`src/rtl/regfile_ctrl_pkg.sv`:
```
// Shared constants and read-response tag for the register file
// port arbiter.
package regfile_ctrl_pkg;

    localparam int RF_ADDR_W = 7;
    localparam int RF_DATA_W = 32;
    localparam int RF_RD_LAT = 3;
    localparam int RF_IDX_W  = 2;

    typedef struct packed {
        logic                valid;
        logic [RF_IDX_W-1:0] idx;
    } rd_tag_t;

endpackage

```
`src/rtl/regfile_port_arbiter_if.sv`:
```
// Client-side and register-file-side bundle of the port arbiter.
// master drives requests and read data; slave is the arbiter.
interface regfile_port_arbiter_if
    import regfile_ctrl_pkg::*;
#(
    parameter int NUM_RD = 2,
    parameter int NUM_WR = 2,
    parameter int ADDR_W = RF_ADDR_W,
    parameter int DATA_W = RF_DATA_W
);

    logic [NUM_RD-1:0]        rd_valid;
    logic [NUM_RD*ADDR_W-1:0] rd_addr;
    logic [NUM_RD-1:0]        rd_ready;
    logic [NUM_RD-1:0]        rd_resp_valid;
    logic [DATA_W-1:0]        rd_resp_data;
    logic [NUM_WR-1:0]        wr_valid;
    logic [NUM_WR*ADDR_W-1:0] wr_addr;
    logic [NUM_WR*DATA_W-1:0] wr_data;
    logic [NUM_WR-1:0]        wr_ready;
    logic [ADDR_W-1:0]        rf_raddr0;
    logic [ADDR_W-1:0]        rf_waddr;
    logic [DATA_W-1:0]        rf_wdata;
    logic                     rf_wena;
    logic [DATA_W-1:0]        rf_rdata0;
    logic                     busy;

    modport master (
        output rd_valid, rd_addr, wr_valid, wr_addr, wr_data, rf_rdata0,
        input  rd_ready, rd_resp_valid, rd_resp_data, wr_ready,
        input  rf_raddr0, rf_waddr, rf_wdata, rf_wena, busy
    );

    modport slave (
        input  rd_valid, rd_addr, wr_valid, wr_addr, wr_data, rf_rdata0,
        output rd_ready, rd_resp_valid, rd_resp_data, wr_ready,
        output rf_raddr0, rf_waddr, rf_wdata, rf_wena, busy
    );

endinterface

```
`src/rtl/regfile_port_arbiter_rr_arbiter.sv`:
```
// Round-robin arbiter: one-hot grant to the first requester at or
// after the priority pointer; pointer moves past each winner.
module rr_arbiter #(
    parameter int N = 2
) (
    input  logic         i_clk,
    input  logic         i_rst_n,
    input  logic [N-1:0] i_req,
    input  logic         i_en,
    output logic [N-1:0] o_grant
);

    localparam int PW = (N > 1) ? $clog2(N) : 1;

    logic [PW-1:0] r_ptr;
    logic [PW-1:0] w_ptr_nxt;
    logic          w_found;

    // First pass covers [ptr, N-1], second pass wraps to [0, ptr-1].
    always_comb begin
        o_grant   = '0;
        w_found   = 1'b0;
        w_ptr_nxt = r_ptr;
        for (int k = 0; k < N; k++) begin
            if (!w_found && i_req[k] && k >= int'(r_ptr)) begin
                o_grant[k] = 1'b1;
                w_found    = 1'b1;
                w_ptr_nxt  = (k == N - 1) ? '0 : PW'(k + 1);
            end
        end
        for (int k = 0; k < N; k++) begin
            if (!w_found && i_req[k] && k < int'(r_ptr)) begin
                o_grant[k] = 1'b1;
                w_found    = 1'b1;
                w_ptr_nxt  = (k == N - 1) ? '0 : PW'(k + 1);
            end
        end
    end

    always_ff @(posedge i_clk or negedge i_rst_n) begin
        if (!i_rst_n) begin
            r_ptr <= '0;
        end else if (i_en && w_found) begin
            r_ptr <= w_ptr_nxt;
        end
    end

endmodule

```
`src/rtl/regfile_port_arbiter.sv`:
```
// Shares one read and one write register file port among several
// clients and routes read data back through a latency-matched tag pipe.
module regfile_port_arbiter
    import regfile_ctrl_pkg::*;
#(
    parameter int NUM_RD = 2,
    parameter int NUM_WR = 2,
    parameter int ADDR_W = RF_ADDR_W,
    parameter int DATA_W = RF_DATA_W,
    parameter int RD_LAT = RF_RD_LAT
) (
    input logic                  clock,
    input logic                  reset_n,
    regfile_port_arbiter_if.slave bus
);

    logic [NUM_RD-1:0]   w_rd_gnt;
    logic [NUM_WR-1:0]   w_wr_gnt;
    logic [RF_IDX_W-1:0] w_rd_idx;
    logic [ADDR_W-1:0]   w_raddr;
    logic [ADDR_W-1:0]   w_waddr;
    logic [DATA_W-1:0]   w_wdata;
    logic                w_wr_any;
    logic [NUM_RD-1:0]   w_resp;
    logic                w_tag_busy;
    rd_tag_t             w_rd_tag;
    rd_tag_t             r_tag [RD_LAT];

    rr_arbiter #(.N(NUM_RD)) u_rd_arb (
        .i_clk   (clock),
        .i_rst_n (reset_n),
        .i_req   (bus.rd_valid),
        .i_en    (|bus.rd_valid),
        .o_grant (w_rd_gnt)
    );

    rr_arbiter #(.N(NUM_WR)) u_wr_arb (
        .i_clk   (clock),
        .i_rst_n (reset_n),
        .i_req   (bus.wr_valid),
        .i_en    (|bus.wr_valid),
        .o_grant (w_wr_gnt)
    );

    always_comb begin
        w_rd_idx = '0;
        w_raddr  = '0;
        for (int i = 0; i < NUM_RD; i++) begin
            if (w_rd_gnt[i]) begin
                w_rd_idx = RF_IDX_W'(i);
                w_raddr  = bus.rd_addr[i*ADDR_W +: ADDR_W];
            end
        end
        w_rd_tag.valid = |w_rd_gnt;
        w_rd_tag.idx   = w_rd_idx;
    end

    always_comb begin
        w_wr_any = 1'b0;
        w_waddr  = '0;
        w_wdata  = '0;
        for (int i = 0; i < NUM_WR; i++) begin
            if (w_wr_gnt[i]) begin
                w_wr_any = 1'b1;
                w_waddr  = bus.wr_addr[i*ADDR_W +: ADDR_W];
                w_wdata  = bus.wr_data[i*DATA_W +: DATA_W];
            end
        end
    end

    // Tag pipe depth equals the register file read latency.
    always_ff @(posedge clock or negedge reset_n) begin
        if (!reset_n) begin
            for (int i = 0; i < RD_LAT; i++) begin
                r_tag[i] <= '0;
            end
        end else begin
            r_tag[0] <= w_rd_tag;
            for (int i = 1; i < RD_LAT; i++) begin
                r_tag[i] <= r_tag[i-1];
            end
        end
    end

    always_comb begin
        w_resp     = '0;
        w_tag_busy = 1'b0;
        for (int i = 0; i < NUM_RD; i++) begin
            w_resp[i] = r_tag[RD_LAT-1].valid &&
                        (r_tag[RD_LAT-1].idx == RF_IDX_W'(i));
        end
        for (int i = 0; i < RD_LAT; i++) begin
            w_tag_busy = w_tag_busy | r_tag[i].valid;
        end
    end

    assign bus.rd_ready      = w_rd_gnt;
    assign bus.wr_ready      = w_wr_gnt;
    assign bus.rf_raddr0     = w_raddr;
    assign bus.rf_wena       = w_wr_any;
    assign bus.rf_waddr      = w_waddr;
    assign bus.rf_wdata      = w_wdata;
    assign bus.rd_resp_valid = w_resp;
    assign bus.rd_resp_data  = bus.rf_rdata0;
    assign bus.busy          = (|bus.rd_valid) | (|bus.wr_valid) | w_tag_busy;

endmodule

```
`src/flat_wrapper.sv`:
```
// flat-port wrapper written by rule: the top's interface ports become plain ports
module regfile_port_arbiter_flat import regfile_ctrl_pkg::*;
#(
    parameter int NUM_RD = 2,
    parameter int NUM_WR = 2,
    parameter int ADDR_W = RF_ADDR_W,
    parameter int DATA_W = RF_DATA_W,
    parameter int RD_LAT = RF_RD_LAT
)
  (clock, reset_n, bus_rd_valid, bus_rd_addr, bus_wr_valid, bus_wr_addr, bus_wr_data, bus_rf_rdata0, bus_rd_ready, bus_rd_resp_valid, bus_rd_resp_data, bus_wr_ready, bus_rf_raddr0, bus_rf_waddr, bus_rf_wdata, bus_rf_wena, bus_busy);
  regfile_port_arbiter_if #(.NUM_RD(NUM_RD), .NUM_WR(NUM_WR), .ADDR_W(ADDR_W), .DATA_W(DATA_W)) bus_i ();
  input logic clock;
  input logic reset_n;
  input wire logic [$bits(bus_i.rd_valid)-1:0] bus_rd_valid;
  input wire logic [$bits(bus_i.rd_addr)-1:0] bus_rd_addr;
  input wire logic [$bits(bus_i.wr_valid)-1:0] bus_wr_valid;
  input wire logic [$bits(bus_i.wr_addr)-1:0] bus_wr_addr;
  input wire logic [$bits(bus_i.wr_data)-1:0] bus_wr_data;
  input wire logic [$bits(bus_i.rf_rdata0)-1:0] bus_rf_rdata0;
  output wire logic [$bits(bus_i.rd_ready)-1:0] bus_rd_ready;
  output wire logic [$bits(bus_i.rd_resp_valid)-1:0] bus_rd_resp_valid;
  output wire logic [$bits(bus_i.rd_resp_data)-1:0] bus_rd_resp_data;
  output wire logic [$bits(bus_i.wr_ready)-1:0] bus_wr_ready;
  output wire logic [$bits(bus_i.rf_raddr0)-1:0] bus_rf_raddr0;
  output wire logic [$bits(bus_i.rf_waddr)-1:0] bus_rf_waddr;
  output wire logic [$bits(bus_i.rf_wdata)-1:0] bus_rf_wdata;
  output wire logic [$bits(bus_i.rf_wena)-1:0] bus_rf_wena;
  output wire logic [$bits(bus_i.busy)-1:0] bus_busy;
  assign bus_i.rd_valid = bus_rd_valid;
  assign bus_i.rd_addr = bus_rd_addr;
  assign bus_i.wr_valid = bus_wr_valid;
  assign bus_i.wr_addr = bus_wr_addr;
  assign bus_i.wr_data = bus_wr_data;
  assign bus_i.rf_rdata0 = bus_rf_rdata0;
  assign bus_rd_ready = bus_i.rd_ready;
  assign bus_rd_resp_valid = bus_i.rd_resp_valid;
  assign bus_rd_resp_data = bus_i.rd_resp_data;
  assign bus_wr_ready = bus_i.wr_ready;
  assign bus_rf_raddr0 = bus_i.rf_raddr0;
  assign bus_rf_waddr = bus_i.rf_waddr;
  assign bus_rf_wdata = bus_i.rf_wdata;
  assign bus_rf_wena = bus_i.rf_wena;
  assign bus_busy = bus_i.busy;
  regfile_port_arbiter #(.NUM_RD(NUM_RD), .NUM_WR(NUM_WR), .ADDR_W(ADDR_W), .DATA_W(DATA_W), .RD_LAT(RD_LAT)) u_core (.clock(clock), .reset_n(reset_n), .bus(bus_i));
endmodule
```
`config.mk`:
```
export PLATFORM = sky130hd
export DESIGN_NAME = regfile_port_arbiter_flat
export DESIGN_NICKNAME = d
export VERILOG_FILES = /design/src/rtl/regfile_ctrl_pkg.sv /design/src/rtl/regfile_port_arbiter_if.sv /design/src/rtl/regfile_port_arbiter_rr_arbiter.sv /design/src/rtl/regfile_port_arbiter.sv /design/src/flat_wrapper.sv
export SDC_FILE = /design/constraint.sdc
export NUM_CORES = 1
export LEC_CHECK = 0
export ABC_AREA = 1
export CORE_ASPECT_RATIO = 0.6
export CORE_MARGIN = 4
export CORE_UTILIZATION = 22
export DETAILED_ROUTE_END_ITERATION = 10
export PLACE_DENSITY = 0.92
export SETUP_SLACK_MARGIN = 0.05
export SLEW_MARGIN = 20
export SYNTH_ARGS = -nofsm -noshare
export SYNTH_HDL_FRONTEND = slang
export SYNTH_HIERARCHICAL = 1
export SYNTH_SLANG_ARGS = --single-unit
```
`constraint.sdc`:
```
create_clock -name clock -period 2.29 [get_ports clock]
set_input_delay 0.687 -clock clock [delete_from_list [all_inputs] [get_ports clock]]
set_output_delay 0.687 -clock clock [all_outputs]
set_load 0.1 [all_outputs]
```
==> results_tabular.tex <==
\begin{tabular}{lr}
\hline
Metric & Value \\
\hline
\multicolumn{2}{l}{\textbf{Outcome}} \\
Status & complete, but fails checks \\
Violations in the final reports & setup timing \\
\multicolumn{2}{l}{\textbf{Worst setup path}} \\
Worst path arrival time & 1.76 ns \\
Critical path, cell by cell & buf\_8 > buf\_6 > a21boi\_4 > buf\_6 > buf\_8 > nand2\_1 > nand2\_4 > buf\_12 \\
Largest delay share family, worst path & buffers and inverters \\
Worst stage delay on the critical path & 0.17 ns \\
Maximum fanout count along the critical path & 9 \\
Crit Path Category & in -> out \\
Critical Path End Type & primary output \\
Slowest library cell on the worst path & sky130\_fd\_sc\_hd\_\_buf\_6 \\
Register-to-register setup slack & 1.10 ns \\
Launching element type of the critical path & primary input \\
Buffer and inverter count on the worst path & 5 \\
Worst Path Required & 1.60 ns \\
\multicolumn{2}{l}{\textbf{Drt}} \\
Post-detailed-route wirelength per cell & 19.34 µm \\
Wire length after detailed routing & 8626 µm \\
Routed via count & 2083 \\
Via-per-instance ratio & 4.670 \\
Post-detailed-route count of antenna-violating nets & 0 \\
Total DRC errors in the routed layout & 0 \\
DRC violation total after the first TritonRoute iteration & 63 \\
Router iterations before antenna repair & 4 \\
\multicolumn{2}{l}{\textbf{Floorplan}} \\
Boundary pin count & 216 \\
Full die area & 7325 µm² \\
Starting density of the core & 0.2319 \\
Die Y & 67.92 µm \\
Placeable core area & 5675 µm² \\
X dimension of the die & 107.9 µm \\
Number of core rows & 21 \\
\multicolumn{2}{l}{\textbf{Global route}} \\
Maximum number of pins on one net before global-route repair & 21 \\
Number of antenna violations at the first check in global routing & 0 \\
Total gr overflow & 0 \\
Vias in the first global route & 2404 \\
Total GRT Usage & 0.2182 \\
Global-route wire length before repair & 12280 µm \\
\multicolumn{2}{l}{\textbf{Clock tree}} \\
TritonCTS sink count & 8 \\
Buffer cell driving the clock tree root & sky130\_fd\_sc\_hd\_\_clkbuf\_8 \\
TritonCTS clock tree & yes \\
Clock insertion delay at the later pin of the skew report & 0.23 ns \\
H-tree levels & 1 \\
Hold-fix buffers, CTS & 0 \\
Clock-pin slew reported for the worst setup and hold paths after clock tree synthesis & 0.05 ns \\
Longest Clk Path Bufs & 2 \\
CTS buffer count & 3 \\
\multicolumn{2}{l}{\textbf{Run}} \\
Count of maximum capacitance violations & 0 \\
\multicolumn{2}{l}{\textbf{STA}} \\
Remaining max-slew budget at the tightest pin & 0.7308 \\
RSZ-0062 raised after global routing & yes \\
Worst Skew & 0.008201 ns \\
Number of max-slew violations in the final report & 0 \\
Transition time at the pin with the least slew margin & 0.4025 ns \\
Setup Viol. Count Final & 42 \\
Final Hold Violating Endpoints & 0 \\
Crit share post-route & 1.067 \\
Final worst path period need & 2.444 ns \\
Maximum achievable frequency & 409.2 MHz \\
Setup slack of the critical path after layout & -0.1540 ns \\
\multicolumn{2}{l}{\textbf{Placement}} \\
RePlAce Congestion & 0.7024 \\
Port Buffers & 151 \\
Post-detailed-placement half-perimeter wirelength & 6102 µm \\
\multicolumn{2}{l}{\textbf{Logic synthesis}} \\
Total standard cell area after synthesis & 1316 µm² \\
Ys Warns & 6 \\
Synth Register Bits & 8 \\
Post-Syn Instances & 226 \\
Sequential element share of the synthesized area & 0.1521 \\
Number of different library cells in the post-synthesis netlist & 16 \\
Synthesized area per cell & 5.824 µm² \\
Net Count, Synth & 356 \\
\multicolumn{2}{l}{\textbf{Layout}} \\
Final core occ & 0.8532 \\
Total number of nets in the final design & 498 \\
Fraction of final layout cells with drive strength greater than 1 & 0.6202 \\
Synthesis-to-finish area growth & 267.9\% \\
Final antenna diode count & 0 \\
\multicolumn{2}{l}{\textbf{Min path}} \\
Type of the worst min-delay path & reg -> reg \\
\multicolumn{2}{l}{\textbf{Pwr}} \\
P\_leak & 0.001936 µW \\
PD cells & 533.0 nW/µm² \\
Power after layout & 2581 µW \\
Worst IR drop on VDD & 0.0003585 V \\
\hline
\end{tabular}
-- synth_stat cells, drive strengths merged --
| master | number | area share |
|---|---|---|
| inv | 11 | 0.033 |
| a21boi | 4 | 0.023 |
| clkbuf | 1 | 0.0028 |
| dfrtp | 8 | 0.15 |
| nor2 | 3 | 0.0086 |
| nand2 | 103 | 0.29 |
| nand3 | 48 | 0.22 |
| buf | 46 | 0.26 |
| or2 | 2 | 0.0095 |
-- power by group --
part	switching (µW)	internal (µW)	total [µW]
Clock	56.3	114	170
Combinational	1340	896	2230
Sequential	17.0	161	178
Total	1410	1170	2580
-- cell type report --
| cell class | instances | area, µm² |
|---|---|---|
| well taps | 80 | 100.1 |
| fillers | 287 | 833.3 |
| inverters | 11 | 53.80 |
| flip-flops and latches | 8 | 200.2 |
| clock buffers | 3 | 41.29 |
| repair buffers | 184 | 2575 |
| multi-input cells | 160 | 1872 |
-- through the flow --
| step | cells | instance area (µm²) | setup slack [ns] | hold slack, ns | setup TNS [ns] |
|---|---|---|---|---|---|
| after CTS | 443 | 4686 | -0.1285 | 0.3577 | -4.776 |
| after global placement | 429 | 4043 | -0.6300 | 0.3318 | -27.04 |
| after floorplan | 226 | 2039 | -0.4198 | 0.3312 | -19.05 |
| final | 446 | 4842 | -0.1540 | 0.3531 | -4.974 |
| after global routing | 446 | 4842 | -0.1913 | 0.3689 | -6.850 |
| after detailed placement | 429 | 4043 | -0.6974 | 0.3370 | -29.82 |
-- routing by layer --
layer	vias to the layer above	GRT usage	share of wire
met5	-	0	0
met4	0	0.05669	0.016
met3	14	0.08011	0.077
met2	118	0.4404	0.58
met1	990	0.2141	0.33
li1	961	-	-
-- registers in the layout, indices dropped and copies added (netlist names) --
signal                 cells
u_core/u_rd_arb/r_ptr      1
u_core/u_wr_arb/r_ptr      1
u_core/r_tag               6
-- final timing paths --
| path | from | to | depth (start not counted) |
|---|---|---|---|
| worst max-delay path | bus_wr_valid[0] | bus_rf_wdata[9] | 8 |
| worst min-delay path | u_core/r_tag[3] | u_core/r_tag[0] | 0 |
| worst max register to register | u_core/u_rd_arb/r_ptr | u_core/r_tag[8] | 4 |
| worst min register to register | u_core/r_tag[3] | u_core/r_tag[0] | 0 |
| max in group asynchronous | reset_n | u_core/r_tag[3] | 1 |
| min in group asynchronous | reset_n | u_core/r_tag[0] | 1 |
-- worst reg2reg max path, stage by stage, from the launching register on --
cell	delay [ns]
sky130_fd_sc_hd__dfrtp_1	0.44
sky130_fd_sc_hd__inv_1	0.14
sky130_fd_sc_hd__a21boi_4	0.07
sky130_fd_sc_hd__buf_6	0.15
sky130_fd_sc_hd__or2_2	0.27
-- cell families (layout without fill, tap and decap cells) --
kind of cell | Yosys count | in the layout | share of synthesized area
compound gates | 4 | 4 | 0.02281
buf+inv | 58 | 198 | 0.2928
flops | 8 | 8 | 0.1521
simple gates | 156 | 156 | 0.5323
-- cells in the final DEF, fill, tap and decap left out, drive strengths merged --
cell	netlist	layout
inv	11	11
a21boi	4	4
nand3	48	48
nor2	3	3
clkbuf	1	7
dfrtp	8	8
bufbuf	0	1
clkdlybuf4s50	0	93
nand2	103	103
or2	2	2
buf	46	86
-- repair_timing --
item / CTS / global route
setup endpoints to repair: 52 / 50
cloned: 5 / 3
buffers inserted: 7 / 2
resized for setup: 116 / 19
pin swaps: 23 / 7
Power figures use the tool's default switching activity.
